--- src/rtl/keypad_if.sv ---
// keypad_if: pins and key-event outputs of the 3x3 keypad scanner.
// master = scanner side, slave = board/consumer side.
interface keypad_if;
  // Rows are active-low drives. Columns are pulled up, and a low column means pressed.
  // Event protocol (there is no ready, so a consumer cannot stall the scanner):
  //   bstate is high while a debounced key is held, and button carries that key code (1..9).
  //   press is a one-cycle pulse. It rises together with a rising edge of bstate.
  //   press is never high while bstate is low.
  //   button keeps its last code after release, until the next accepted press.
  logic       keypad_r1;
  logic       keypad_r2;
  logic       keypad_r3;
  logic       keypad_c1;
  logic       keypad_c2;
  logic       keypad_c3;
  logic [3:0] button;
  logic       bstate;
  logic       press;

  modport master (
    output keypad_r1, keypad_r2, keypad_r3, button, bstate, press,
    input  keypad_c1, keypad_c2, keypad_c3
  );

  modport slave (
    input  keypad_r1, keypad_r2, keypad_r3, button, bstate, press,
    output keypad_c1, keypad_c2, keypad_c3
  );
endinterface

--- src/rtl/keypad_scanner.sv ---
// keypad_scanner: row-scanning 3x3 keypad reader with frame debouncing.
// It drives one row low per slot of SCAN_DIV cycles and samples the synchronized
// columns on the last cycle of each slot.
// It builds one key code per frame (3 slots) and debounces presses and releases
// over whole frames.
// Optional feature: define KEYPAD_REPEAT_EN to enable auto-repeat while a key is held.
module keypad_scanner #(
  parameter int SCAN_DIV             = 12000,
  parameter int DEBOUNCE_FRAMES      = 10,
  parameter int REPEAT_DELAY_FRAMES  = 200,
  parameter int REPEAT_PERIOD_FRAMES = 50
) (
  input  logic       hwclk,
  input  logic       reset,
  keypad_if.master   kp,
  output logic [1:0] state_dbg
);

  localparam int DIV_W  = $clog2(SCAN_DIV + 1);
  localparam int MAX_A  = (DEBOUNCE_FRAMES > REPEAT_DELAY_FRAMES) ? DEBOUNCE_FRAMES : REPEAT_DELAY_FRAMES;
  localparam int MAX_F  = (MAX_A > REPEAT_PERIOD_FRAMES) ? MAX_A : REPEAT_PERIOD_FRAMES;
  // A single counter width is shared by the debounce counter and the repeat counter.
  localparam int CNT_W  = $clog2(MAX_F + 1);

  typedef enum logic [1:0] {
    S_IDLE        = 2'd0,
    S_DEB_PRESS   = 2'd1,
    S_HELD        = 2'd2,
    S_DEB_RELEASE = 2'd3
  } state_t;

  state_t           state;
  logic [DIV_W-1:0] div_cnt;
  logic [1:0]       row_idx;
  logic [2:0]       c_meta;
  logic [2:0]       c_sync;
  logic [1:0]       acc_lows;
  logic [3:0]       acc_code;
  logic             frame_stb;
  logic [3:0]       frame_code;
  logic             frame_inv;
  logic [3:0]       cand;
  logic [CNT_W-1:0] frame_cnt;
  logic [3:0]       button_q;
  logic             bstate_q;
  logic             press_q;
`ifdef KEYPAD_REPEAT_EN
  logic [CNT_W-1:0] rep_cnt;
  logic             rep_first;
  logic             rep_pend;
`endif

  logic [1:0] row_lows;
  logic [1:0] row_col;
  logic [1:0] base_lows;
  logic [3:0] base_code;
  logic [2:0] lows_sum;
  logic [1:0] new_lows;
  logic [3:0] new_code;
  logic       frame_zero;
  logic       frame_is_button;
  logic       frame_is_cand;
  logic       accept_now;

  assign kp.keypad_r1 = (row_idx != 2'd0);
  assign kp.keypad_r2 = (row_idx != 2'd1);
  assign kp.keypad_r3 = (row_idx != 2'd2);
  assign kp.button    = button_q;
  assign kp.bstate    = bstate_q;
  assign kp.press     = press_q;
  assign state_dbg    = state;

  // Two-flop column synchronizer. It idles high, which reads as "not pressed".
  always_ff @(posedge hwclk or posedge reset) begin
    if (reset) begin
      c_meta <= 3'b111;
      c_sync <= 3'b111;
    end else begin
      c_meta <= {kp.keypad_c3, kp.keypad_c2, kp.keypad_c1};
      c_sync <= c_meta;
    end
  end

  // Fold the current row sample into the running frame result.
  // The low count saturates at 2, and 2 means the frame is invalid.
  always_comb begin
    row_lows = 2'd0;
    row_col  = 2'd0;
    for (int j = 0; j < 3; j++) begin
      if (!c_sync[j]) begin
        row_lows = (row_lows == 2'd2) ? 2'd2 : row_lows + 2'd1;
        row_col  = 2'(j);
      end
    end
    base_lows = (row_idx == 2'd0) ? 2'd0 : acc_lows;
    base_code = (row_idx == 2'd0) ? 4'd0 : acc_code;
    lows_sum  = {1'b0, base_lows} + {1'b0, row_lows};
    new_lows  = (lows_sum >= 3'd2) ? 2'd2 : lows_sum[1:0];
    new_code  = (row_lows == 2'd1) ? ({2'd0, row_idx} * 4'd3 + {2'd0, row_col} + 4'd1) : base_code;
  end

  // Row sequencer.
  // It samples on the last cycle of each slot and strobes a finished frame after the r3 sample.
  always_ff @(posedge hwclk or posedge reset) begin
    if (reset) begin
      div_cnt    <= '0;
      row_idx    <= 2'd0;
      acc_lows   <= 2'd0;
      acc_code   <= 4'd0;
      frame_stb  <= 1'b0;
      frame_code <= 4'd0;
      frame_inv  <= 1'b0;
    end else begin
      frame_stb <= 1'b0;
      if (div_cnt == DIV_W'(SCAN_DIV - 1)) begin
        div_cnt  <= '0;
        row_idx  <= (row_idx == 2'd2) ? 2'd0 : row_idx + 2'd1;
        acc_lows <= new_lows;
        acc_code <= new_code;
        if (row_idx == 2'd2) begin
          frame_stb  <= 1'b1;
          frame_code <= new_code;
          frame_inv  <= (new_lows == 2'd2);
        end
      end else begin
        div_cnt <= div_cnt + 1'b1;
      end
    end
  end

  assign frame_zero      = !frame_inv && (frame_code == 4'd0);
  assign frame_is_button = !frame_inv && (frame_code == button_q);
  assign frame_is_cand   = !frame_inv && (frame_code == cand);

  // A press is accepted on the frame that completes the debounce.
  // With DEBOUNCE_FRAMES of 1, that is the first nonzero frame seen in IDLE.
  always_comb begin
    accept_now = 1'b0;
    if (frame_stb && !frame_inv && frame_code != 4'd0) begin
      if (state == S_IDLE && DEBOUNCE_FRAMES <= 1)
        accept_now = 1'b1;
      if (state == S_DEB_PRESS && frame_is_cand && int'(frame_cnt) + 1 >= DEBOUNCE_FRAMES - 1)
        accept_now = 1'b1;
    end
  end

  // Debounce FSM. It advances only on frame strobes. All outputs are registered.
  always_ff @(posedge hwclk or posedge reset) begin
    if (reset) begin
      state     <= S_IDLE;
      cand      <= 4'd0;
      frame_cnt <= '0;
      button_q  <= 4'd0;
      bstate_q  <= 1'b0;
      press_q   <= 1'b0;
`ifdef KEYPAD_REPEAT_EN
      rep_cnt   <= '0;
      rep_first <= 1'b1;
      rep_pend  <= 1'b0;
`endif
    end else begin
      press_q <= 1'b0;
`ifdef KEYPAD_REPEAT_EN
      // The second half of a repeat: bstate was low for one cycle and now rises with press.
      if (rep_pend) begin
        rep_pend <= 1'b0;
        bstate_q <= 1'b1;
        press_q  <= 1'b1;
      end
`endif
      if (frame_stb) begin
        case (state)
          S_IDLE: begin
            if (!frame_inv && frame_code != 4'd0) begin
              cand      <= frame_code;
              frame_cnt <= '0;
              state     <= S_DEB_PRESS;
            end
          end
          S_DEB_PRESS: begin
            if (!frame_is_cand)
              state <= S_IDLE;
            else if (frame_cnt != '1)
              frame_cnt <= frame_cnt + 1'b1;
          end
          S_HELD: begin
            if (!frame_is_button) begin
              if (frame_zero && DEBOUNCE_FRAMES <= 1) begin
                state    <= S_IDLE;
                bstate_q <= 1'b0;
              end else begin
                // The frame that leaves HELD counts as the first release frame when it is empty.
                state     <= S_DEB_RELEASE;
                frame_cnt <= CNT_W'(frame_zero);
              end
            end
`ifdef KEYPAD_REPEAT_EN
            else if (int'(rep_cnt) + 1 >= (rep_first ? REPEAT_DELAY_FRAMES : REPEAT_PERIOD_FRAMES)) begin
              rep_cnt   <= '0;
              rep_first <= 1'b0;
              bstate_q  <= 1'b0;
              rep_pend  <= 1'b1;
            end else if (rep_cnt != '1) begin
              rep_cnt <= rep_cnt + 1'b1;
            end
`endif
          end
          S_DEB_RELEASE: begin
            if (frame_is_button) begin
              state <= S_HELD;
            end else if (frame_zero) begin
              if (int'(frame_cnt) + 1 >= DEBOUNCE_FRAMES) begin
                state     <= S_IDLE;
                bstate_q  <= 1'b0;
                frame_cnt <= '0;
              end else if (frame_cnt != '1) begin
                frame_cnt <= frame_cnt + 1'b1;
              end
            end else begin
              frame_cnt <= '0;
            end
          end
          default: state <= S_IDLE;
        endcase
      end
      if (accept_now) begin
        state    <= S_HELD;
        button_q <= frame_code;
        bstate_q <= 1'b1;
        press_q  <= 1'b1;
`ifdef KEYPAD_REPEAT_EN
        rep_cnt   <= '0;
        rep_first <= 1'b1;
`endif
      end
    end
  end

endmodule

--- src/flat_wrapper.sv ---
// flat-port wrapper written by rule: the top's interface ports become plain ports
module keypad_scanner_flat 
#(
  parameter int SCAN_DIV             = 12000,
  parameter int DEBOUNCE_FRAMES      = 10,
  parameter int REPEAT_DELAY_FRAMES  = 200,
  parameter int REPEAT_PERIOD_FRAMES = 50
)
  (hwclk, reset, state_dbg, kp_keypad_r1, kp_keypad_r2, kp_keypad_r3, kp_button, kp_bstate, kp_press, kp_keypad_c1, kp_keypad_c2, kp_keypad_c3);
  keypad_if kp_i ();
  input  logic hwclk;
  input  logic reset;
  output logic [1:0] state_dbg;
  output wire logic [$bits(kp_i.keypad_r1)-1:0] kp_keypad_r1;
  output wire logic [$bits(kp_i.keypad_r2)-1:0] kp_keypad_r2;
  output wire logic [$bits(kp_i.keypad_r3)-1:0] kp_keypad_r3;
  output wire logic [$bits(kp_i.button)-1:0] kp_button;
  output wire logic [$bits(kp_i.bstate)-1:0] kp_bstate;
  output wire logic [$bits(kp_i.press)-1:0] kp_press;
  input wire logic [$bits(kp_i.keypad_c1)-1:0] kp_keypad_c1;
  input wire logic [$bits(kp_i.keypad_c2)-1:0] kp_keypad_c2;
  input wire logic [$bits(kp_i.keypad_c3)-1:0] kp_keypad_c3;
  assign kp_keypad_r1 = kp_i.keypad_r1;
  assign kp_keypad_r2 = kp_i.keypad_r2;
  assign kp_keypad_r3 = kp_i.keypad_r3;
  assign kp_button = kp_i.button;
  assign kp_bstate = kp_i.bstate;
  assign kp_press = kp_i.press;
  assign kp_i.keypad_c1 = kp_keypad_c1;
  assign kp_i.keypad_c2 = kp_keypad_c2;
  assign kp_i.keypad_c3 = kp_keypad_c3;
  keypad_scanner #(.SCAN_DIV(SCAN_DIV), .DEBOUNCE_FRAMES(DEBOUNCE_FRAMES), .REPEAT_DELAY_FRAMES(REPEAT_DELAY_FRAMES), .REPEAT_PERIOD_FRAMES(REPEAT_PERIOD_FRAMES)) u_core (.hwclk(hwclk), .reset(reset), .kp(kp_i), .state_dbg(state_dbg));
endmodule
--- config.mk ---
export PLATFORM = sky130hd
export DESIGN_NAME = keypad_scanner_flat
export DESIGN_NICKNAME = d
export VERILOG_FILES = /design/src/rtl/keypad_if.sv /design/src/rtl/keypad_scanner.sv /design/src/flat_wrapper.sv
export SDC_FILE = /design/constraint.sdc
export NUM_CORES = 1
export LEC_CHECK = 0
export CAP_MARGIN = 20
export CORE_MARGIN = 5
export CORE_UTILIZATION = 46
export CTS_CLUSTER_DIAMETER = 200
export DETAILED_ROUTE_END_ITERATION = 8
export PLACE_DENSITY = 0.66
export SYNTH_ARGS = -nofsm -noshare
export SYNTH_HDL_FRONTEND = slang
export SYNTH_SLANG_ARGS = --single-unit
--- constraint.sdc ---
create_clock -name hwclk -period 2.24 [get_ports hwclk]
set_input_delay 0.448 -clock hwclk [delete_from_list [all_inputs] [get_ports hwclk]]
set_output_delay 0.448 -clock hwclk [all_outputs]
set_load 0.05 [all_outputs]
---- Word-level counts from Yosys, hierarchy flattened ----
Index checks and enable logic that the tools add are counted.
W data, S select, Z words.
word-level totals
  ROM bits ................................ 0
  register bits after elaboration ......... 54
  memories kept ........................... 0
  output and inout port bits .............. 11
  latch bits .............................. 0
  RAM bits ................................ 0
  input port bits ......................... 5
operators by class
  add/sub/neg operators ................... 9
  reductions and logical operators ........ 23
  bitwise gates (word level) .............. 0
  equal/unequal tests ..................... 24
  multiply operators ...................... 1
  div/mod/pow operators ................... 0
  muxes and demuxes ....................... 41
  $lt $le $gt $ge ......................... 3
  shift operators ......................... 0
operators by type and width
  operator                 number
  $ge A32 B5 Y1 const B    2
  $mux W8                  7
  $mux W2                  16
  $pmux W8 S4              1
  $add A14 B1 Y14 const B  1
  $eq A14 B14 Y1 const B   1
  $mux W14                 1
  $mux W1                  13
  $eq A2 B2 Y1 const B     5
  $ne A2 B2 Y1 const B     5
  $reduce_and A5 Y1        2
  $reduce_bool A2 Y1       5
  $add A8 B1 Y9 const B    1
  $add A8 B1 Y8 const B    1
  $eq A4 B4 Y1             2
  $logic_and A1 B1 Y1      8
  $mux W4                  2
  $ne A4 B1 Y1 const B     2
  $ne A8 B8 Y1 const B     1
  $pmux W2 S4              1
  $ne A3 B3 Y1 const B     2
  $reduce_and A6 Y1        1
  $add A2 B1 Y2 const B    2
  $add A4 B1 Y4 const B    1
  15 further kinds         18

---- Longest topological paths before layout ----
Gate-level depths: netlist of the first run.
  depth after elaboration ................. 11
  gate-level depth with buffers ........... 10

---- Worst setup path after synthesis of the first run ----
OpenSTA, ideal clock, no wires.
  path type ............................... reg-to-reg
  start ................................... register u_core.state[0] (netlist: u_core.state_dbg[0])
  end ..................................... register u_core.button_q[0] (netlist: u_core.kp.button[0])
  arrival time ............................ 2.338 ns
  period minus slack after synthesis ...... 2.462 ns
  cell stages (with the launch flop) ...... 6
  required time ........................... 2.115 ns
  path buffers ............................ 1
  library setup time ...................... 0.125 ns
  path slack .............................. -0.222 ns
  path through ............................ dfrtp_1 clkbuf_2 nand2b_1 or4b_4 a2111oi_4 mux2_2
on the way
  longest elaborated chain between the ends .. 5
RTL lines
  item                              RTL line               source
  start: declaration                keypad_scanner.sv:32   state_t state;
  start signal: assignment          keypad_scanner.sv:150  state <= S_IDLE;
  start signal: assignment          keypad_scanner.sv:177  state <= S_DEB_PRESS;
  start signal: assignment          keypad_scanner.sv:182  state <= S_IDLE;
  $eq A2 B1 Y1                      keypad_scanner.sv:142  if (state == S_DEB_PRESS && frame_is_cand && int'(frame_cnt) + 1 >= DEBOUNCE_FRAMES - 1)
  $logic_and A1 B1 Y1 (2 in a row)  keypad_scanner.sv:142
  $mux W1                           keypad_scanner.sv:142
  $mux W1                           keypad_scanner.sv:139  if (frame_stb && !frame_inv && frame_code != 4'd0) begin
  via u_core.accept_now             keypad_scanner.sv:63   logic accept_now;
  end signal: assignment            keypad_scanner.sv:228  button_q <= frame_code;
  end: declaration                  keypad_scanner.sv:44   logic [3:0] button_q;
The timed path passes the listed nets, and every way through them passes these cells.
A chain may end at the register's enable or synchronous reset.

---- Final worst setup path of the first run ----
  start ................................... register u_core.frame_cnt[1]
  end ..................................... register u_core.button_q[1] (netlist: u_core.kp.button[1])
on the way
  longest elaborated chain between the ends .. 5
RTL lines
  item                      RTL line               source
  start: declaration        keypad_scanner.sv:43   logic [CNT_W-1:0] frame_cnt;
  start signal: assignment  keypad_scanner.sv:184  frame_cnt <= frame_cnt + 1'b1;
  start signal: assignment  keypad_scanner.sv:194  frame_cnt <= CNT_W'(frame_zero);
  start signal: assignment  keypad_scanner.sv:217  frame_cnt <= frame_cnt + 1'b1;
  $add A8 B1 Y9             keypad_scanner.sv:142
  $ge A32 B5 Y1             keypad_scanner.sv:142
  $logic_and A1 B1 Y1       keypad_scanner.sv:142
  $mux W1                   keypad_scanner.sv:142
  $mux W1                   keypad_scanner.sv:139
  via u_core.accept_now     keypad_scanner.sv:63
The timed path passes the listed nets, and every way through them passes these cells.

==> qor.yml, run 1 <==
status:
  status: "finished, violations left"
  failed_checks: "negative setup slack"
synth:
  yosys-top-cells-area: "dfrtp_1, ha_1, dfstp_2"
  ys_seq_area_share_pct: 45.4
  synth.distinct_cells: 54
  synth_edf_count: 0
  avgSynthCellArea_um2: 9.90
  ys_ff_latch: 54
  postSynth.asyncResetShare_pct: 100
  synth_top_area_share_pct: 40.2
  synth_warnings: 0
  synthesis.nets: 324
  synthCells: 302
  synthFlopType: "dfrtp_1"
  synth_top_area_cell: "dfrtp_1"
  syn_area_um2: 2990
clocking:
  cts.sink_count: 54
  ctsLongestPathBuffers: 2
  cts_tree: "yes"
  cts_root_buf: "clkbuf_8"
  clock_latency_ps: 320
  cts_buffers: 5
  clk_pin_slew_ps: 100
  postCtsHoldBufs: 0
  htreeDepth: 2
global_route:
  grt_max_degree: 26
  grt-ovfl-total: 0
  antenna_found_initial: 0
  grt_pass1_wl_mm: 10.6
  grt_pass1_vias: 2258
  gr-usage-all-layers_pct: 15.4
setup_path:
  endpoint_kind: "flip-flop"
  path_buf_inv: 1
  critPathTopFamily: "simple AND/OR/NAND/NOR gates"
  crit_fanout: 6
  crit_arrival_ps: 2470
  worstSetupStartpointType: "flip-flop"
  cpPeakStageDelay_ps: 450
  critPathKind: "reg -> reg"
  cp_cell_sequence: "ha_4 > and3_4 > or4_4 > a32oi_4 > a2111oi_4 > buf_6 > mux2_4"
  worstPathRequired_ps: 2440
  regToRegSetupSlack_ps: -20
  critPathSlowestCell: "dfrtp_2"
power:
  p_leak_nw: 1.68
  peakVddDrop_mv: 0.411
  powerDensity_nw_per_um2: 472
  p_total_mw: 1.75
timing:
  setup_ws_ps: -23.0
  slew-limit-headroom_pct: 54.4
  slew_violations: 0
  finalCriticalPeriod_ps: 2260
  rsz0062_at_grt: "true"
  tns_ps: -89.1
  timing.fmax_mhz: 442
  setup_viol: 5
  period_share_pct: 101
  finalClockSkew_ps: 13.1
  tightest_slew_ps: 680
  finalHoldViolations: 0
finish:
  diodes: 0
  fin_nets: 372
  area_delta_synth_final_pct: 24.2
  drive_gt1_share_pct: 24.5
routing:
  ant_nets: 0
  wirelength_mm: 6.21
  viasPerCell: 5.38
  drt_pass1_iterations: 5
  drc: 0
  via_count: 2304
  drt_iter0_drc: 42
  avgRoutedWirePerCell_um: 14.5
placed_design:
  portBuffers: 15
  gp_congestion: 0.832
  dp_hpwl_mm: 4.49
floorplanning:
  rows: 29
  die_w_um: 90.6
  initial_core_util_pct: 47.1
  fp.dieArea_um2: 8210
  io_pins: 16
  core-area_um2: 6350
  die_y_um: 90.6
min_path:
  hold_path_class: "reg -> reg"
run:
  max_cap_viol_count: 0
## cells in the final DEF (no fill, tap or decap), types with 2 or more instances in the layout
cell type / netlist / final
nand2_1: 35 / 35
xor2_1: 8 / 8
a21oi_1: 9 / 8
and3_1: 5 / 4
dfrtp_1: 48 / 44
xnor2_1: 11 / 10
mux2_2: 8 / 4
o21ai_1: 1 / 5
nand3_1: 10 / 10
nand2b_1: 2 / 2
a21o_1: 5 / 5
buf_4: 0 / 34
a21boi_0: 3 / 3
nor3b_1: 2 / 2
inv_2: 0 / 2
mux2_4: 0 / 5
ha_1: 14 / 13
or4b_4: 1 / 2
o21ai_0: 21 / 16
nor3_1: 5 / 5
o22a_1: 4 / 4
nor2b_1: 4 / 4
and2_1: 4 / 5
buf_6: 0 / 2
clkbuf_8: 0 / 5
buf_12: 0 / 2
and4_1: 4 / 3
nor2_1: 25 / 25
nand4_1: 6 / 6
clkdlybuf4s50_1: 0 / 12
and2_0: 3 / 2
inv_1: 17 / 15
or3_1: 2 / 2
a21oi_2: 1 / 2
fa_1: 3 / 2
dfstp_2: 6 / 6
a31oi_1: 5 / 4
dfrtp_2: 0 / 4
## repair_timing
item	CTS	global route
pin swaps	4	7
buffers inserted	4	2
endpoints found under the setup margin	11	19
gates resized for setup	11	16
## where the power goes
part	internal (mW)	switching, mW	leakage (nW)
Sequential	0.984	0.00272	0.713
Clock	0.341	0.358	0.0563
Combinational	0.0261	0.0412	0.914
## worst paths after layout
| check | startpoint | to | depth (start not counted) |
|---|---|---|---|
| worst min register to register | u_core.c_meta[2] | u_core.c_sync[2] | 0 |
| max in group asynchronous | reset | u_core.c_sync[2] | 3 |
| worst max-delay path | u_core.frame_cnt[1] | u_core.kp.button[1] | 7 |
| worst min-delay path | u_core.c_meta[2] | u_core.c_sync[2] | 0 |
| worst max register to register | u_core.frame_cnt[1] | u_core.kp.button[1] | 7 |
| min in group asynchronous | reset | u_core.frame_stb | 2 |
## state kept, by name, indices dropped and copies added, names as in the netlist, 2 cells and up
name	flops
u_core.cand	4
u_core.row_idx	2
u_core.kp.button	4
u_core.frame_code	4
u_core.frame_cnt	8
u_core.c_sync	3
u_core.div_cnt	14
u_core.acc_lows	2
u_core.c_meta	3
u_core.state_dbg	2
u_core.acc_code	4
## Yosys cell counts, drive strengths merged (7+ instances only)
cell type / number
inv: 17
xnor2: 11
dfrtp: 48
nor2: 25
nand3: 10
a21oi: 10
xor2: 8
mux2: 9
ha: 14
and2: 7
nand2: 35
o21ai: 22
## routing by layer
layer	up-vias	GRT usage (%)	share of wire, %
li1	1147	-	-
met1	1099	20.9	48
met2	44	25.1	47
met3	14	2.58	3.3
met4	0	4.84	2.1
met5	-	0	0
## logic make-up after synthesis
group	count (synthesis)	synth area share, %
xor gates and xnor gates	19	5.56
adders and majority gates	17	7.87
DFF	54	45.4
muxes	9	3.39
and+or+nand+nor	114	19.4
buffers and inverters	27	3.60
AOI/OAI and AO/OA	62	14.7
## metrics by stage
stage | std cells | cell area (um^2) | hold WS, ps | util [%] | worst slack (ps)
3_3_place_gp | 414 | 3450 | 346 | 54.3 | -11.7
2_1_floorplan | 302 | 3010 | 345 | - | -94.2
4_1_cts | 426 | 3640 | 363 | 57.4 | 4.17
3_5_place_dp | 414 | 3450 | 347 | 54.3 | -45.8
6_report | 428 | 3710 | 361 | 58.5 | -23.0
5_1_grt | 428 | 3710 | 368 | 58.5 | -78.8
## layout make-up
cell class | instances | area (um^2)
Tap cell | 77 | 96.3
Inverter | 18 | 67.6
Sequential cell | 54 | 1360
Clock buffer | 5 | 68.8
Multi-Input combinational cell | 221 | 1630
Fill cell | 533 | 2640
Timing Repair Buffer | 50 | 438
Clock inverter | 3 | 48.8
(Power assumes the default switching activity.)
==> inputs of run 2 (changes only) <==
--- a/config.mk
+++ b/config.mk
@@ -6,11 +6,12 @@
 export NUM_CORES = 1
 export LEC_CHECK = 0
 export CAP_MARGIN = 20
+export CORE_ASPECT_RATIO = 1.75
 export CORE_MARGIN = 5
 export CORE_UTILIZATION = 46
 export CTS_CLUSTER_DIAMETER = 200
 export DETAILED_ROUTE_END_ITERATION = 8
-export PLACE_DENSITY = 0.66
+export PLACE_DENSITY = 0.65
 export SYNTH_ARGS = -nofsm -noshare
 export SYNTH_HDL_FRONTEND = slang
 export SYNTH_SLANG_ARGS = --single-unit
==> qor.yml, run 2 (synthesis gave the netlist of run 1 again) <==
floorplanning:
  initial_core_util_pct: 46.4  # was 47.1%
  die_y_um: 117  # was 90.6 um
  fp.dieArea_um2: 8280  # was 8210 um^2
  rows: 39  # was 29
  core-area_um2: 6440  # was 6350 um^2
  io_pins: 16  # unchanged
  die_w_um: 71.0  # was 90.6 um
timing:
  finalCriticalPeriod_ps: 2240  # was 2260 ps
  slew-limit-headroom_pct: 66.9  # was 54.4%
  setup_viol: 0  # was 5
  period_share_pct: 99.9  # was 101%
  slew_violations: 0  # unchanged
  rsz0062_at_grt: "true"  # unchanged
  tns_ps: 0  # was -89.1 ps
  finalClockSkew_ps: 4.12  # was 13.1 ps
  whs_ps: 356  # was 361 ps
  timing.fmax_mhz: 447  # was 442 MHz
  finalHoldViolations: 0  # unchanged
  tightest_slew_ps: 496  # was 680 ps
clocking:
  ctsLongestPathBuffers: 2  # unchanged
  clock_latency_ps: 290  # was 320 ps
  cts_tree: "yes"  # unchanged
  cts_root_buf: "clkbuf_16"  # was clkbuf_8
  clk_pin_slew_ps: 70  # was 100 ps
  htreeDepth: 2  # unchanged
  cts_buffers: 5  # unchanged
  cts.sink_count: 54  # unchanged
power:
  powerDensity_nw_per_um2: 488  # was 472 nW/um^2
  p_leak_nw: 1.69  # was 1.68 nW
  peakVddDrop_mv: 0.530  # was 0.411 mV
placed_design:
  placed_cells: 419  # was 414
  portBuffers: 15  # unchanged
  gp_congestion: 0.857  # was 0.832
  dp_hpwl_mm: 4.71  # was 4.49 mm
  postPlaceCellArea_um2: 3460  # was 3450 um^2
finish:
  final_cell_area_um2: 3750  # was 3710 um^2
  multiInputGateArea_um2: 1630  # unchanged
  fin_nets: 372  # unchanged
  fin_util_pct: 58.3  # was 58.5%
  drive_gt1_share_pct: 24.8  # was 24.5%
  largest_reg_flops: 14  # unchanged
  final_common_cell: "dfrtp_1"  # unchanged
  seq_area_um2: 1370  # was 1360 um^2
  diodes: 0  # unchanged
  largest-register: "u_core.div_cnt"  # unchanged
  area_delta_synth_final_pct: 25.5  # was 24.2%
  layout.cells.non_filler: 433  # was 428
  fill_cells: 578  # was 533
  final_cell_mix: "dfrtp_1, nand2_1, buf_4, nor2_1"  # was dfrtp_1, nand2_1, buf_4, nor2_1, o21ai_0
  reg.largest.list: "u_core.div_cnt (14), u_core.frame_cnt (8)"  # unchanged
routing:
  wirelength_mm: 6.42  # was 6.21 mm
  drc: 0  # unchanged
  avgRoutedWirePerCell_um: 14.8  # was 14.5 um
  ant_nets: 0  # unchanged
  drt_iter0_drc: 72  # was 42
  drt_pass1_iterations: 4  # was 5
  viasPerCell: 5.46  # was 5.38
  via_count: 2365  # was 2,304
setup_path:
  endpoint_kind: "flip-flop"  # unchanged
  critPathSlowestCell: "dfrtp_2"  # unchanged
  path_buf_inv: 0  # was 1
  cpPeakStageDelay_ps: 440  # was 450 ps
  worstSetupStartpointType: "flip-flop"  # unchanged
  crit_arrival_ps: 2420  # was 2470 ps
  cp_cell_sequence: "ha_4 > and3_4 > or4_4 > a32oi_4 > a2111oi_4 > a21oi_2 > mux2_4"  # was ha_4 > and3_4 > or4_4 > a32oi_4 > a2111oi_4 > buf_6 > mux2_4
  critPathTopFamily: "simple AND/OR/NAND/NOR gates"  # unchanged
  critPathKind: "reg -> reg"  # unchanged
  worstPathRequired_ps: 2420  # was 2440 ps
  crit_fanout: 4  # was 6
min_path:
  hold_path_class: "reg -> reg"  # unchanged
global_route:
  antenna_found_initial: 0  # unchanged
  grt_max_degree: 55  # was 26
  grt_pass1_wl_mm: 11.0  # was 10.6 mm
  grt-ovfl-total: 0  # unchanged
  grt_pass1_vias: 2510  # was 2,258
  gr-usage-all-layers_pct: 16.8  # was 15.4%
run:
  max_cap_viol_count: 0  # unchanged
status:
  status: "finished clean"  # was finished, violations left
-- run 2: metal layers --
| layer | up-vias | GRT usage (%) | share of wire (%) |
|---|---|---|---|
| li1 | 1156 | - | - |
| met1 | 1157 | 17.1 | 38 |
| met2 | 34 | 31.5 | 56 |
| met3 | 18 | 3.01 | 1.8 |
| met4 | 0 | 10.2 | 4.1 |
| met5 | - | 0 | 0 |
-- run 2: report_power, final --
group,switching (mW),internal [mW],total (mW)
registers,0.00227,0.984,0.986
clock network,0.354,0.414,0.768
logic,0.0451,0.0305,0.0756
-- run 2: worst reg2reg max path, delay by kind of cell (launching register included) --
family | cells | cell delay [ps]
AND/OR/NAND/NOR | 2 | 600
AO/OA/AOI/OAI | 3 | 590
flip-flops | 1 | 440
multiplexers | 1 | 310
adder cells (fa/ha/maj) | 1 | 180
-- run 2: layout make-up --
class	count	share of cell area [%]
inverters	18	1.80
flip-flops and latches	54	36.4
clock buffers	5	3.33
clock inverters	3	0.567
multi-input cells	221	43.4
well taps	82	2.73
repair buffers	50	11.8
-- run 2: per-stage QoR --
step / setup slack (ps) / power [mW]
after global routing: -72.8 / 1.92
after detailed placement: -79.1 / 1.08
after floorplan: -94.2 / 1.04
final: 1.24 / 1.83
after global placement: -0.888 / 1.07
after CTS: -21.8 / 1.86
-- run 2: worst paths after layout --
path,from,end,slack [ps],cells past startpoint
max reg2reg,u_core.frame_cnt[0],u_core.state_dbg[0],1,7
max in group asynchronous,reset,u_core.c_sync[1],1410,3
min,u_core.c_meta[0],u_core.c_sync[0],360,0
min in group asynchronous,reset,u_core.div_cnt[6],520,3
min reg2reg,u_core.c_meta[0],u_core.c_sync[0],360,0
max,u_core.frame_cnt[0],u_core.state_dbg[0],1,7
-- run 2: timing repair --
item	4_1_cts	5_1_grt
hold buffers	0	0
pin swaps	5	8
endpoints found under the hold margin	0	0
setup endpoints to repair	12	20
buffers inserted	4	3
resized for setup	13	18
